## src/rtl/axi_pkg.sv

```systemverilog
// Shared AXI definitions for the burst master: burst/response codes, FSM states, size clamp.
package axi_pkg;

  typedef enum logic [1:0] {
    BURST_FIXED = 2'b00,
    BURST_INCR  = 2'b01,
    BURST_WRAP  = 2'b10,
    BURST_RSVD  = 2'b11
  } burst_e;

  typedef enum logic [1:0] {
    RESP_OKAY   = 2'b00,
    RESP_EXOKAY = 2'b01,
    RESP_SLVERR = 2'b10,
    RESP_DECERR = 2'b11
  } resp_e;

  typedef enum logic [2:0] {
    ST_IDLE,
    ST_AW,
    ST_W,
    ST_B,
    ST_AR,
    ST_R,
    ST_DONE
  } state_e;

  // Burst attributes captured at command accept and replayed on AW/AR.
  typedef struct packed {
    logic [7:0] len;
    logic [2:0] size;
    logic [1:0] burst;
  } cmd_attr_t;

  function automatic logic [2:0] clamp_size(input logic [2:0] size, input logic [2:0] max_size);
    return (size > max_size) ? max_size : size;
  endfunction

endpackage

```

## src/rtl/axi_beat_counter.sv

```systemverilog
// Beats-remaining counter: loads len, decrements per data handshake, flags the final beat.
// Saturates at zero so a 256-beat burst can never wrap before the master terminates it.
module axi_beat_counter #(
  parameter int WIDTH = 8
) (
  input  logic             clk,
  input  logic             rst,
  input  logic             load_i,
  input  logic [WIDTH-1:0] load_val_i,
  input  logic             dec_i,
  output logic             is_last_o
);

  logic [WIDTH-1:0] cnt_q, cnt_d;

  always_comb begin
    cnt_d = cnt_q;
    if (load_i) begin
      cnt_d = load_val_i;
    end else if (dec_i && (cnt_q != '0)) begin
      cnt_d = cnt_q - 1'b1;
    end
  end

  always_ff @(posedge clk) begin
    if (rst) begin
      cnt_q <= '0;
    end else begin
      cnt_q <= cnt_d;
    end
  end

  assign is_last_o = (cnt_q == '0);

endmodule

```

## src/rtl/axi_burst_master.sv

```systemverilog
// Single-outstanding AXI4 burst master: one command -> AW/W/B or AR/R, then a one-cycle done pulse.
// Latency: cmd accept -> address valid next cycle; last B/R handshake -> done next cycle.
// Backpressure: W/R are combinational pass-throughs; optional watchdog under AXI_MASTER_TIMEOUT_EN.
module axi_burst_master
  import axi_pkg::*;
#(
  parameter int ADDR_WIDTH     = 8,
  parameter int DATA_WIDTH     = 32,
  parameter int STRB_WIDTH     = DATA_WIDTH / 8,
  parameter int TIMEOUT_CYCLES = 256
) (
  input  logic                  clk,
  input  logic                  rst,
  input  logic                  cmd_valid,
  output logic                  cmd_ready,
  input  logic                  cmd_write,
  input  logic [ADDR_WIDTH-1:0] cmd_addr,
  input  logic [7:0]            cmd_len,
  input  logic [2:0]            cmd_size,
  input  logic [1:0]            cmd_burst,
  input  logic [DATA_WIDTH-1:0] wr_data,
  input  logic [STRB_WIDTH-1:0] wr_strb,
  input  logic                  wr_valid,
  output logic                  wr_ready,
  output logic [DATA_WIDTH-1:0] rd_data,
  output logic                  rd_valid,
  output logic                  rd_last,
  input  logic                  rd_ready,
  output logic                  done,
  output logic [1:0]            done_resp,
  output logic                  aw_valid,
  output logic [ADDR_WIDTH-1:0] aw_addr,
  output logic [7:0]            aw_len,
  output logic [2:0]            aw_size,
  output logic [1:0]            aw_burst,
  input  logic                  aw_ready,
  output logic                  w_valid,
  output logic [DATA_WIDTH-1:0] w_data,
  output logic [STRB_WIDTH-1:0] w_strb,
  output logic                  w_last,
  input  logic                  w_ready,
  output logic                  b_ready,
  input  logic                  b_valid,
  input  logic [1:0]            b_resp,
  output logic                  ar_valid,
  output logic [ADDR_WIDTH-1:0] ar_addr,
  output logic [7:0]            ar_len,
  output logic [2:0]            ar_size,
  output logic [1:0]            ar_burst,
  input  logic                  ar_ready,
  input  logic                  r_valid,
  input  logic [DATA_WIDTH-1:0] r_data,
  input  logic [1:0]            r_resp,
  input  logic                  r_last,
  output logic                  r_ready
);

  localparam logic [2:0] MAX_SIZE = 3'($clog2(STRB_WIDTH));

  state_e                state_q, state_d;
  cmd_attr_t             cmd_q, cmd_d;
  logic [ADDR_WIDTH-1:0] addr_q, addr_d;
  logic [1:0]            resp_q, resp_d;
  logic                  err_q, err_d;
  logic                  cnt_load, cnt_dec, beat_last;
  logic                  to_hit;
  logic                  aw_hs, w_hs, b_hs, ar_hs, r_hs, any_hs;

  // Termination follows our own beat count; the slave's r_last is deliberately not trusted.
  logic unused_ok;
  assign unused_ok = &{1'b0, r_last, r_resp[0], TIMEOUT_CYCLES[0]};

  assign aw_hs  = (state_q == ST_AW) & aw_ready & ~to_hit;
  assign w_hs   = (state_q == ST_W)  & wr_valid & w_ready & ~to_hit;
  assign b_hs   = (state_q == ST_B)  & b_valid & ~to_hit;
  assign ar_hs  = (state_q == ST_AR) & ar_ready & ~to_hit;
  assign r_hs   = (state_q == ST_R)  & r_valid & rd_ready & ~to_hit;
  assign any_hs = aw_hs | w_hs | b_hs | ar_hs | r_hs;

  axi_beat_counter #(.WIDTH(8)) u_beat_cnt (
    .clk        (clk),
    .rst        (rst),
    .load_i     (cnt_load),
    .load_val_i (cmd_len),
    .dec_i      (cnt_dec),
    .is_last_o  (beat_last)
  );

`ifdef AXI_MASTER_TIMEOUT_EN
  localparam int TO_W = $clog2(TIMEOUT_CYCLES + 1);
  logic [TO_W-1:0] to_cnt_q;
  logic            to_active;

  assign to_active = (state_q == ST_AW) || (state_q == ST_W) || (state_q == ST_B) ||
                     (state_q == ST_AR) || (state_q == ST_R);
  // Firing on the final counted cycle puts DONE exactly TIMEOUT_CYCLES cycles after the last progress.
  assign to_hit = to_active && (to_cnt_q == TO_W'(TIMEOUT_CYCLES - 1));

  always_ff @(posedge clk) begin
    if (rst || !to_active || any_hs || to_hit) begin
      to_cnt_q <= '0;
    end else begin
      to_cnt_q <= to_cnt_q + 1'b1;
    end
  end
`else
  assign to_hit = 1'b0;
`endif

  always_comb begin
    state_d   = state_q;
    cmd_d     = cmd_q;
    addr_d    = addr_q;
    resp_d    = resp_q;
    err_d     = err_q;
    cnt_load  = 1'b0;
    cnt_dec   = 1'b0;
    cmd_ready = 1'b0;
    aw_valid  = 1'b0;
    aw_addr   = '0;
    aw_len    = '0;
    aw_size   = '0;
    aw_burst  = '0;
    w_valid   = 1'b0;
    w_data    = '0;
    w_strb    = '0;
    w_last    = 1'b0;
    wr_ready  = 1'b0;
    b_ready   = 1'b0;
    ar_valid  = 1'b0;
    ar_addr   = '0;
    ar_len    = '0;
    ar_size   = '0;
    ar_burst  = '0;
    r_ready   = 1'b0;
    rd_valid  = 1'b0;
    rd_data   = '0;
    rd_last   = 1'b0;
    done      = 1'b0;
    done_resp = '0;

    unique case (state_q)
      ST_IDLE: begin
        cmd_ready = ~rst;
        if (cmd_valid && !rst) begin
          cmd_d.len   = cmd_len;
          cmd_d.size  = clamp_size(cmd_size, MAX_SIZE);
          cmd_d.burst = cmd_burst;
          addr_d      = cmd_addr;
          cnt_load    = 1'b1;
          err_d       = 1'b0;
          resp_d      = RESP_OKAY;
          if (cmd_burst == BURST_RSVD) begin
            resp_d  = RESP_SLVERR;
            state_d = ST_DONE;
          end else begin
            state_d = cmd_write ? ST_AW : ST_AR;
          end
        end
      end
      ST_AW: begin
        aw_valid = ~to_hit;
        aw_addr  = addr_q;
        aw_len   = cmd_q.len;
        aw_size  = cmd_q.size;
        aw_burst = cmd_q.burst;
        if (aw_hs) state_d = ST_W;
      end
      ST_W: begin
        w_valid  = wr_valid & ~to_hit;
        w_data   = wr_data;
        w_strb   = wr_strb;
        w_last   = beat_last;
        wr_ready = w_ready & ~to_hit;
        if (w_hs) begin
          cnt_dec = 1'b1;
          if (beat_last) state_d = ST_B;
        end
      end
      ST_B: begin
        b_ready = ~to_hit;
        if (b_hs) begin
          resp_d  = b_resp;
          state_d = ST_DONE;
        end
      end
      ST_AR: begin
        ar_valid = ~to_hit;
        ar_addr  = addr_q;
        ar_len   = cmd_q.len;
        ar_size  = cmd_q.size;
        ar_burst = cmd_q.burst;
        if (ar_hs) state_d = ST_R;
      end
      ST_R: begin
        rd_valid = r_valid & ~to_hit;
        rd_data  = r_data;
        rd_last  = beat_last;
        r_ready  = rd_ready & ~to_hit;
        if (r_hs) begin
          cnt_dec = 1'b1;
          err_d   = err_q | r_resp[1];
          if (beat_last) begin
            resp_d  = (err_q | r_resp[1]) ? RESP_SLVERR : RESP_OKAY;
            state_d = ST_DONE;
          end
        end
      end
      ST_DONE: begin
        done      = 1'b1;
        done_resp = resp_q;
        state_d   = ST_IDLE;
      end
      default: state_d = ST_IDLE;
    endcase

    if (to_hit) begin
      resp_d  = RESP_DECERR;
      state_d = ST_DONE;
    end
  end

  always_ff @(posedge clk) begin
    if (rst) begin
      state_q <= ST_IDLE;
      cmd_q   <= '0;
      addr_q  <= '0;
      resp_q  <= RESP_OKAY;
      err_q   <= 1'b0;
    end else begin
      state_q <= state_d;
      cmd_q   <= cmd_d;
      addr_q  <= addr_d;
      resp_q  <= resp_d;
      err_q   <= err_d;
    end
  end

endmodule
```

## config.mk

```make
export PLATFORM = sky130hd
export DESIGN_NAME = axi_burst_master
export DESIGN_NICKNAME = d
export VERILOG_FILES = /design/src/rtl/axi_pkg.sv /design/src/rtl/axi_beat_counter.sv /design/src/rtl/axi_burst_master.sv
export SDC_FILE = /design/constraint.sdc
export NUM_CORES = 1
export LEC_CHECK = 0
export BUFFER_PORTS_ARGS = -buffer_cell sky130_fd_sc_hd__buf_4
export CORE_AREA = 2 2 89 91
export CTS_CLUSTER_DIAMETER = 100
export DETAILED_ROUTE_END_ITERATION = 6
export DIE_AREA = 0 0 91 93
export GPL_TIMING_DRIVEN = 0
export PLACE_DENSITY = 0.76
export SLEW_MARGIN = 20
export SYNTH_ARGS = -nofsm -noshare
export SYNTH_HDL_FRONTEND = slang
export SYNTH_SLANG_ARGS = --single-unit
export TNS_END_PERCENT = 100
```

## constraint.sdc

```tcl
create_clock -name clk -period 2.2 [get_ports clk]
set_input_delay 0.22 -clock clk [delete_from_list [all_inputs] [get_ports clk]]
set_output_delay 0.22 -clock clk [all_outputs]
set_load 0.005 [all_outputs]
```

==> results.toml, run 1 <==
[drt]
antenna_left = 0
drt_iter0_drc = 248
vias_per_cell = 4.87
first_pass_iters = 5
wire_per_inst_um = 14.9
wl_mm = 10.1
drc_errors = 0
vias = 3313

[logic_synthesis]
synth_top_flop_cell = "dfxtp_1"
synth_cell_type_count = 47
ys_warn_count = 0
syn_area_sq_mm = 0.00249
synth_edf_count = 0
async_flop_share_pct = 0
ys_seq_elements = 35
netlist_instances = 345
yosysTopAreaCell = "dfxtp_1"
synth_area_per_cell_sq_um = 7.21
syn_nets = 452
ys_seq_area_share_pct = 28.2
yosys-top-cells-area = "dfxtp_1 (28%), and2_1 (25%), nand2_1 (7.4%), and3_1 (6.5%), nand3_1 (3.6%)"
synth_top_area_share_pct = 28.2

[critical_path]
critical_path.top_delay_family = "buffers and inverters"
path_max_fanout = 10
cp.required_ns = 1.98
cp-end-kind = "output pin"
cp-start-kind = "flop"
cp_cell_sequence = "clkbuf_1, nor3b_2, clkbuf_1, and2_1, buf_4"
critPathMaxStageDelay_ns = 0.42
critical_path_class = "reg -> out"
crit_buf_inv = 3
crit_path_frequent_cell = "clkbuf_1"
slowest_stage = "nor3b_2"
arrival_ns = 1.93

[pwr]
finalPower_uw = 3200
p_leak_uw = 0.00235
ir_drop_v = 0.000288
power_density_mw_per_mm2 = 719

[job]
max_cap_violations = 0

[global_routing]
grt_pass1_vias = 3150
grt_pass1_wl_mm = 15.5
grt_max_degree = 13
grt.total_usage_pct = 22.6
overflow = 0
antenna_found_initial = 0

[clock_tree]
clock_latency_ns = 0.29
cts-htree-levels = 2
clockBufferDepth = 2
cts_made_buffers = 5
cts-hold-fix-buffers = 0
cts.sinks = 35
cts_root_buf = "clkbuf_8"
cts.clk_slew.worst_paths_ns = 0.07
cts_tree = "yes"

[layout]
syn_to_final_growth_pct = 79.1
mostFrequentLayoutCell = "buf_4"
antenna_cells_inserted = 0
drive_above_1_share_pct = 44.5
final_cell_mix = "buf_4 (225), and2_1 (99), nand2_1 (49), dfxtp_1 (35), and3_1 (26)"
final_core_util_pct = 59.2
nNetsFinal = 684

[sta]
setup_tns_ns = 0
rsz0062_at_grt = "yes"
hold_ws_ns = 0.119
skew_ns = 0.00267
fin_crit_sh_pct = 97.5
setup_violations = 0
worst-slew-pin-transition_ns = 0.579
finalHoldViolations = 0
fmax_ghz = 0.466
fin_crit_ns = 2.15
slew-limit-headroom_pct = 60.4
final_max_slew_viol_count = 0

[placement]
io_buffers = 225
post-dp-hpwl_mm = 8.35
place.gp.congestion = 0.942

[floorplan]
die_w_um = 91
core_area_sq_mm = 0.00753
die_y_um = 93
rows = 32
dieArea_sq_mm = 0.00846
initial_core_util_pct = 33.0
ios = 228

[status]
outcome = "finished, final reports clean"

[min_path]
hold_path_class = "in -> reg"
[per-stage QoR]
step | setup WS (ns) | cells | area (sq um)
global route | -0.0501 | 680 | 4450
floorplan | 0.334 | 345 | 2490
CTS | 0.00892 | 680 | 4440
global placement | 0.0682 | 672 | 4300
detailed placement | -0.0910 | 672 | 4300
finish | 0.0540 | 680 | 4450
[repair_timing]
item,CTS,global route
resized for setup,6,12
endpoints found under the setup margin,77,87
setup buffers,0,0
hold endpoints to repair,0,0
[state kept, by name, indices dropped and copies added (netlist names)]
| register | flops |
|---|---|
| cmd_q | 13 |
| addr_q | 8 |
| u_beat_cnt.cnt_q | 8 |
| state_q | 3 |
| resp_q | 2 |
| err_q | 1 |
[worst min-delay path, delay by kind of cell]
kind	cells	cell delay, ns
buffers and inverters	1	0.08
and+or+nand+nor	2	0.08
[routing by layer]
layer / GRT usage [%] / vias to the layer above / share of wire (%)
met1: 26.6 / 1493 / 41
met2: 42.2 / 191 / 50
met5: 0 / - / 0
li1: - / 1623 / -
met4: 4.55 / 0 / 0.58
met3: 4.75 / 6 / 8.3
[final cells by class]
| type | instances | area (sq um) |
|---|---|---|
| Fill cell | 695 | 3070 |
| Buffer | 27 | 121 |
| Sequential cell | 35 | 701 |
| Inverter | 6 | 22.5 |
| Tap cell | 102 | 128 |
| Clock inverter | 3 | 43.8 |
| Clock buffer | 5 | 68.8 |
| Timing Repair Buffer | 225 | 1690 |
| Multi-Input combinational cell | 277 | 1680 |
[power by group]
| group | internal [uW] | leakage [uW] | switching (uW) |
|---|---|---|---|
| Sequential | 763 | 0.000286 | 117 |
| Combinational | 832 | 0.00200 | 910 |
| Clock | 337 | 0.0000581 | 241 |
[cells in the mapped netlist, drive strengths merged (4+ instances only)]
master and n:
a211oi 4, buf 4, dfxtp 35, clkbuf 23, nand3 18, o21ai 6
a311oi 4, and2 99, inv 6, and3 26, a21oi 15, nor2 12
nand2 50
[cells by family after synthesis]
| kind of cell | count (synthesis) | share of synthesized area [%] |
|---|---|---|
| simple gates | 225 | 50.6 |
| compound gates | 46 | 13.4 |
| flops | 35 | 28.2 |
| buf+inv | 33 | 5.38 |
| xor+xnor | 4 | 1.41 |
| fa+ha+maj | 2 | 1.01 |
[worst paths after layout]
path                      startpoint                               end  slack (ns)  cells past startpoint
min reg2reg   addr_q[1]$_SDFFE_PP0P_            addr_q[1]$_SDFFE_PP0P_        0.46                      2
max reg2reg  state_q[1]$_SDFFE_PP0P_  u_beat_cnt.cnt_q[7]$_SDFFE_PP0P_        0.10                      5
min                      cmd_addr[0]            addr_q[0]$_SDFFE_PP0P_        0.12                      3
max          state_q[1]$_SDFFE_PP0P_                        aw_addr[1]        0.05                      5
Power figures use the tool's default switching activity.
==> inputs of run 2 (changes only) <==
--- a/config.mk
+++ b/config.mk
@@ -5,11 +5,11 @@
 export SDC_FILE = /design/constraint.sdc
 export NUM_CORES = 1
 export LEC_CHECK = 0
+export ABC_AREA = 1
 export BUFFER_PORTS_ARGS = -buffer_cell sky130_fd_sc_hd__buf_4
-export CORE_AREA = 2 2 89 91
+export CORE_UTILIZATION = 34
 export CTS_CLUSTER_DIAMETER = 100
 export DETAILED_ROUTE_END_ITERATION = 6
-export DIE_AREA = 0 0 91 93
 export GPL_TIMING_DRIVEN = 0
 export PLACE_DENSITY = 0.76
 export SLEW_MARGIN = 20
==> run 2 against run 1 <==
Critical path depth is 1 higher; via count rose by 8.1%; maximum frequency grew 5.5%; critical path type unchanged; count of clock-buffer cells in the layout up 3; synthesized cell count grew 43%; critical endpoint is now ar_addr[3]; hold slack gained 0.012 ns; highest routed layer unchanged.
==> results.toml, run 2 <==
[status]
outcome = "finished, final reports clean"

[layout]
nNetsFinal = 834
antenna_cells_inserted = 0
seqCellArea_sq_um = 701
mostFrequentLayoutCell = "buf_4"
largest_register_ffs = 13
top_regs = "cmd_q: 13 flops, addr_q: 8 flops, u_beat_cnt.cnt_q: 8 flops"
fillers = 719
final_cell_mix = "buf_4 (226), nor2_1 (161), inv_1 (118), nand2_1 (73), dfxtp_1 (35)"
syn_to_final_growth_pct = 72.1
drive_above_1_share_pct = 35.7
multi_input_area_sq_mm = 0.00138
top_register = "cmd_q"

[logic_synthesis]
ys_warn_count = 0
async_flop_share_pct = 0
yosys-top-cells-area = "dfxtp_1 (26%), nor2_1 (23%), inv_1 (17%), nand2_1 (10%), nand3_1 (4.0%)"
ys_top_cells_by_count = "nor2_1 (161), inv_1 (118), nand2_1 (73), dfxtp_1 (35)"
ys_seq_area_share_pct = 26.4
synth_top_flop_cell = "dfxtp_1"
syn_area_sq_mm = 0.00266
synth_edf_count = 0
netlist_instances = 495
synth_area_per_cell_sq_um = 5.36
yosysTopAreaCell = "dfxtp_1"
syn_nets = 602
ys_seq_elements = 35
synth_top_area_share_pct = 26.4
yosysMostFrequentCell = "nor2_1"
synth_cell_type_count = 29

[placement]
post-dp-hpwl_mm = 7.97
place.gp.congestion = 0.901
io_buffers = 225

[pwr]
power_density_mw_per_mm2 = 711
ir_drop_v = 0.000443
p_leak_uw = 0.00273

[clock_tree]
cts_made_buffers = 5
clock_latency_ns = 0.28
cts.sinks = 35
clockBufferDepth = 2
cts.clk_slew.worst_paths_ns = 0.07
cts_tree = "yes"
cts-htree-levels = 2
cts-hold-fix-buffers = 0
cts_root_buf = "clkbuf_8"
post_cts_buffers = 0
cts_resized = 0

[min_path]
hold_path_class = "in -> reg"
worstHoldPathCells = 2

[critical_path]
path_max_fanout = 10
cp_num_cells = 6
critical_path.top_delay_family = "buffers and inverters"
cp-end-kind = "output pin"
arrival_ns = 1.81
ff2ff_path_depth = 8
crit_buf_inv = 4
slowest_stage = "dfxtp_1"
cp-start-kind = "flop"
critPathMaxStageDelay_ns = 0.41
critical_path_class = "reg -> out"
cp_cell_sequence = "inv_2, nor3_2, inv_1, clkbuf_1, nor2_1, buf_4"
cp.required_ns = 1.98

[floorplan]
rows = 31
core_area_sq_mm = 0.00741
initial_core_util_pct = 35.8
die_w_um = 90.4
dieArea_sq_mm = 0.00817
ios = 228
die_y_um = 90.4

[global_routing]
grt.total_usage_pct = 23.3
grt_pass1_vias = 3317
grt_pass1_wl_mm = 15.6
antenna_found_initial = 0
grt_max_degree = 11
overflow = 0

[drt]
vias_per_cell = 4.33
wl_mm = 9.63
wire_per_inst_um = 11.6
drt_iter0_drc = 181
first_pass_iters = 4
antenna_left = 0
drc_errors = 0
vias = 3580

[job]
max_cap_violations = 0

[sta]
setup_violations = 0
rsz0062_at_grt = "no"
worst-slew-pin-transition_ns = 0.558
skew_ns = 0.00119
fmax_ghz = 0.491
hold_ws_ns = 0.131
fin_crit_ns = 2.03
slew-limit-headroom_pct = 62.8
setup_tns_ns = 0
fin_crit_sh_pct = 92.5
finalHoldViolations = 0
final_max_slew_viol_count = 0
[run 2: layout make-up]
cell class,count,share of cell area [%]
Multi-Input combinational cell,316,30.3
Timing Repair Buffer,225,37.0
Clock buffer,8,2.19
Tap cell,99,2.71
Sequential cell,35,15.3
Buffer,20,2.27
Inverter,124,10.2
[run 2: final timing paths]
path | start | endpoint | slack, ns
worst max-delay path | state_q[2]$_SDFFE_PP0P_ | ar_addr[3] | 0.17
worst min-delay path | rst | cmd_q[4]$_SDFFE_PP0P_ | 0.13
worst max register to register | u_beat_cnt.cnt_q[0]$_SDFFE_PP0P_ | u_beat_cnt.cnt_q[0]$_SDFFE_PP0P_ | 0.68
worst min register to register | cmd_q[10]$_SDFFE_PP0P_ | cmd_q[10]$_SDFFE_PP0P_ | 0.47
[run 2: per-layer routing]
metal	share of wire (%)	track usage, %	vias to the layer above	wire, um
li1	-	-	1895	-
met1	41	27.1	1547	3990
met2	50	42.0	121	4860
met3	5.8	4.80	17	557
met4	2.3	8.06	0	221
met5	0	0	-	0
[run 2: through the flow]
step                total power (uW)  util, %  cells  setup WS (ns)  instance area [sq um]
floorplan                       2020        -    495          0.806                   2660
global placement                2720     60.3    819          0.509                   4470
detailed placement              2750     60.3    819          0.482                   4470
CTS                             3270     61.7    827          0.166                   4570
global route                    3560     61.7    827         0.0346                   4570
finish                          3250     61.7    827          0.165                   4570
[run 2: kinds of logic (layout without fill, tap and decap cells)]
logic type      after synthesis  count (layout)  synth area share (%)
flops                        35              35                  26.4
fa+ha+maj                     2               2                 0.942
xor+xnor                      2               2                 0.660
buf+inv                     144             377                  21.5
simple gates                268             268                  41.6
compound gates               44              44                  8.91
[run 2: power by group]
part,leakage (uW),switching [uW],internal (uW)
Sequential,0.000286,85.0,764
Combinational,0.00239,1090,803
Clock,0.0000515,220,286
Total,0.00273,1400,1850
[run 2: worst register-to-register path, stage by stage (launching register included)]
cell	delay [ns]
dfxtp_1	0.31
inv_1	0.11
ha_1	0.17
nand2_1	0.07
nor2_2	0.17
inv_1	0.16
a21oi_4	0.30
nor2_1	0.07
nor2_1	0.09
==> inputs of run 3 (changes only) <==
==> constraint.sdc (replaced) <==
create_clock -name clk -period 2.2 [get_ports clk]
set_input_delay 0.55 -clock clk [delete_from_list [all_inputs] [get_ports clk]]
set_output_delay 0.55 -clock clk [all_outputs]
set_load 0.005 [all_outputs]
==> run 3 against run 2 <==
Via count is 0.61% higher; non-clock buffer count is 2 higher; critical path depth is 1 higher; hold slack better by 0.33 ns; routed wire length is 1.4% higher; combinational power is 4% higher; clock skew hardly changed; sequential share of layout area is 0.097 points lower; register-to-register slack hardly changed; largest power group unchanged; highest routed layer unchanged.
==> results.toml, run 3 (synthesized netlist as in run 2, its figures left out) <==
[global_routing]
antenna_found_initial = 0
grt_pass1_wl_mm = 15.7
grt.total_usage_pct = 23.4
grt_pass1_vias = 3350
overflow = 0
grt_max_degree = 11

[layout]
syn_to_final_growth_pct = 74.7
top_regs = "cmd_q: 13 flops, addr_q: 8 flops, u_beat_cnt.cnt_q: 8 flops"
largest_register_ffs = 13
final_core_util_pct = 62.6
final_cell_mix = "buf_4 (228), nor2_1 (158), inv_1 (116), nand2_1 (72), dfxtp_1 (32)"
antenna_cells_inserted = 0
mostFrequentLayoutCell = "buf_4"
nNetsFinal = 836
drive_above_1_share_pct = 38.2
stdcell_area_sq_mm = 0.00464
top_register = "cmd_q"
fillers = 710

[drt]
drc_errors = 0
drt_iter0_drc = 166
wire_per_inst_um = 11.8
first_pass_iters = 4
antenna_left = 0
vias = 3602
vias_per_cell = 4.34
wl_mm = 9.76

[sta]
fin_crit_ns = 2.07
slew-limit-headroom_pct = 72.1
setup_violations = 0
fmax_ghz = 0.483
final_max_slew_viol_count = 0
fin_crit_sh_pct = 94.2
finalHoldViolations = 0
rsz0062_at_grt = "no"
setup_ws_ns = 0.128
worst-slew-pin-transition_ns = 0.419
skew_ns = 0.000905

[pwr]
p_int_uw = 1910
ir_drop_v = 0.000446
clock_power_share_pct = 15.1
comb_power_share_pct = 58.9
p_leak_uw = 0.00276
pwr-share-seq_pct = 26.0
power_density_mw_per_mm2 = 721
power.switching_uw = 1430
swShare_pct = 42.8

[critical_path]
r2r_start = "state_q[2]$_SDFFE_PP0P_"
path_max_fanout = 10
r2r-end = "cmd_q[1]$_SDFFE_PP0P_"
arrival_ns = 1.52
r2r_setup_slack_ns = 0.68
cp-end-kind = "output pin"
ff2ff_path_depth = 8
critical_path_class = "reg -> out"
cp.required_ns = 1.65
cp-start-kind = "flop"

[clock_tree]
clock_latency_ns = 0.28
cts_root_buf = "clkbuf_8"
cts-hold-fix-buffers = 0
cts-htree-levels = 2
cts.clk_slew.worst_paths_ns = 0.07
cts.sinks = 35
cts_made_buffers = 5
cts_tree = "yes"
clockBufferDepth = 2

[min_path]
worstHoldPathCells = 2
hp-start = "rst"
hold_path_class = "in -> reg"
hold_end = "cmd_q[4]$_SDFFE_PP0P_"

[placement]
io_buffers = 225
place.gp.congestion = 0.901
postPlaceCellArea_sq_mm = 0.00447
dp_slack_ns = 0.152
post-dp-hpwl_mm = 7.97

[floorplan]
ios = 228
core_area_sq_mm = 0.00741
die_y_um = 90.4
die_w_um = 90.4
initial_core_util_pct = 35.8
dieArea_sq_mm = 0.00817
rows = 31

[status]
outcome = "finished, final reports clean"

[job]
max_cap_violations = 0
==> run 3: what timing repair did <==
item                       in CTS  in global routing
setup endpoints to repair      51                101
resized for setup               9                 27
pin swaps                       0                  1
setup buffers                   1                  1
==> run 3: how the worst max path moves through the flow <==
stage,startpoint,end,slack [ns],depth (start not counted)
6_report,state_q[1]$_SDFFE_PP0P_,aw_addr[0],0.13,7
5_1_grt,state_q[0]$_SDFFE_PP0P_,ar_addr[3],0.01,5
4_1_cts,state_q[1]$_SDFFE_PP0P_,rd_data[6],-0.03,6
3_5_place_dp,state_q[0]$_SDFFE_PP0P_,aw_len[3],0.15,6
3_3_place_gp,state_q[1]$_SDFFE_PP0P_,aw_len[0],0.18,7
2_1_floorplan,state_q[2]$_SDFFE_PP0P_,w_data[24],0.48,7
==> run 3: critical path: stages (launching register included) <==
cell      delay [ns]
dfxtp_2         0.36
inv_2           0.12
nand2_2         0.10
nor2_4          0.12
inv_1           0.10
clkbuf_2        0.19
nor2_1          0.13
buf_4           0.13
==> run 3: metal layers <==
metal	GRT usage, %	share of wire [%]
met1	26.8	40
met2	42.2	51
met3	5.13	6.5
met4	8.87	2.3
met5	0	0
==> run 3: power by group through the flow <==
stage | Sequential (uW) | Combinational (uW) | Clock [uW]
after floorplan | 840 | 1180 | 0
after global placement | 857 | 1870 | 0
after detailed placement | 860 | 1890 | 0
after CTS | 855 | 1930 | 518
after global routing | 883 | 2220 | 550
final | 870 | 1970 | 506
==> run 3: metrics by stage <==
| stage | power, uW | setup TNS (ns) | hold WS, ns | instances |
|---|---|---|---|---|
| finish | 3350 | 0 | 0.461 | 829 |
| global route | 3660 | 0 | 0.454 | 829 |
| CTS | 3300 | -0.341 | 0.458 | 828 |
| detailed placement | 2750 | 0 | 0.459 | 819 |
| global placement | 2720 | 0 | 0.452 | 819 |
| floorplan | 2020 | 0 | 0.440 | 495 |
==> run 3: final cells by class <==
| type | count | area (sq um) | share of cell area [%] |
|---|---|---|---|
| clock buffers | 8 | 100 | 2.16 |
| well taps | 99 | 124 | 2.67 |
| plain buffers | 20 | 129 | 2.78 |
| repair buffers | 227 | 1700 | 36.7 |
| inverters | 124 | 470 | 10.1 |
| flip-flops and latches | 35 | 707 | 15.2 |
| multi-input cells | 316 | 1410 | 30.3 |
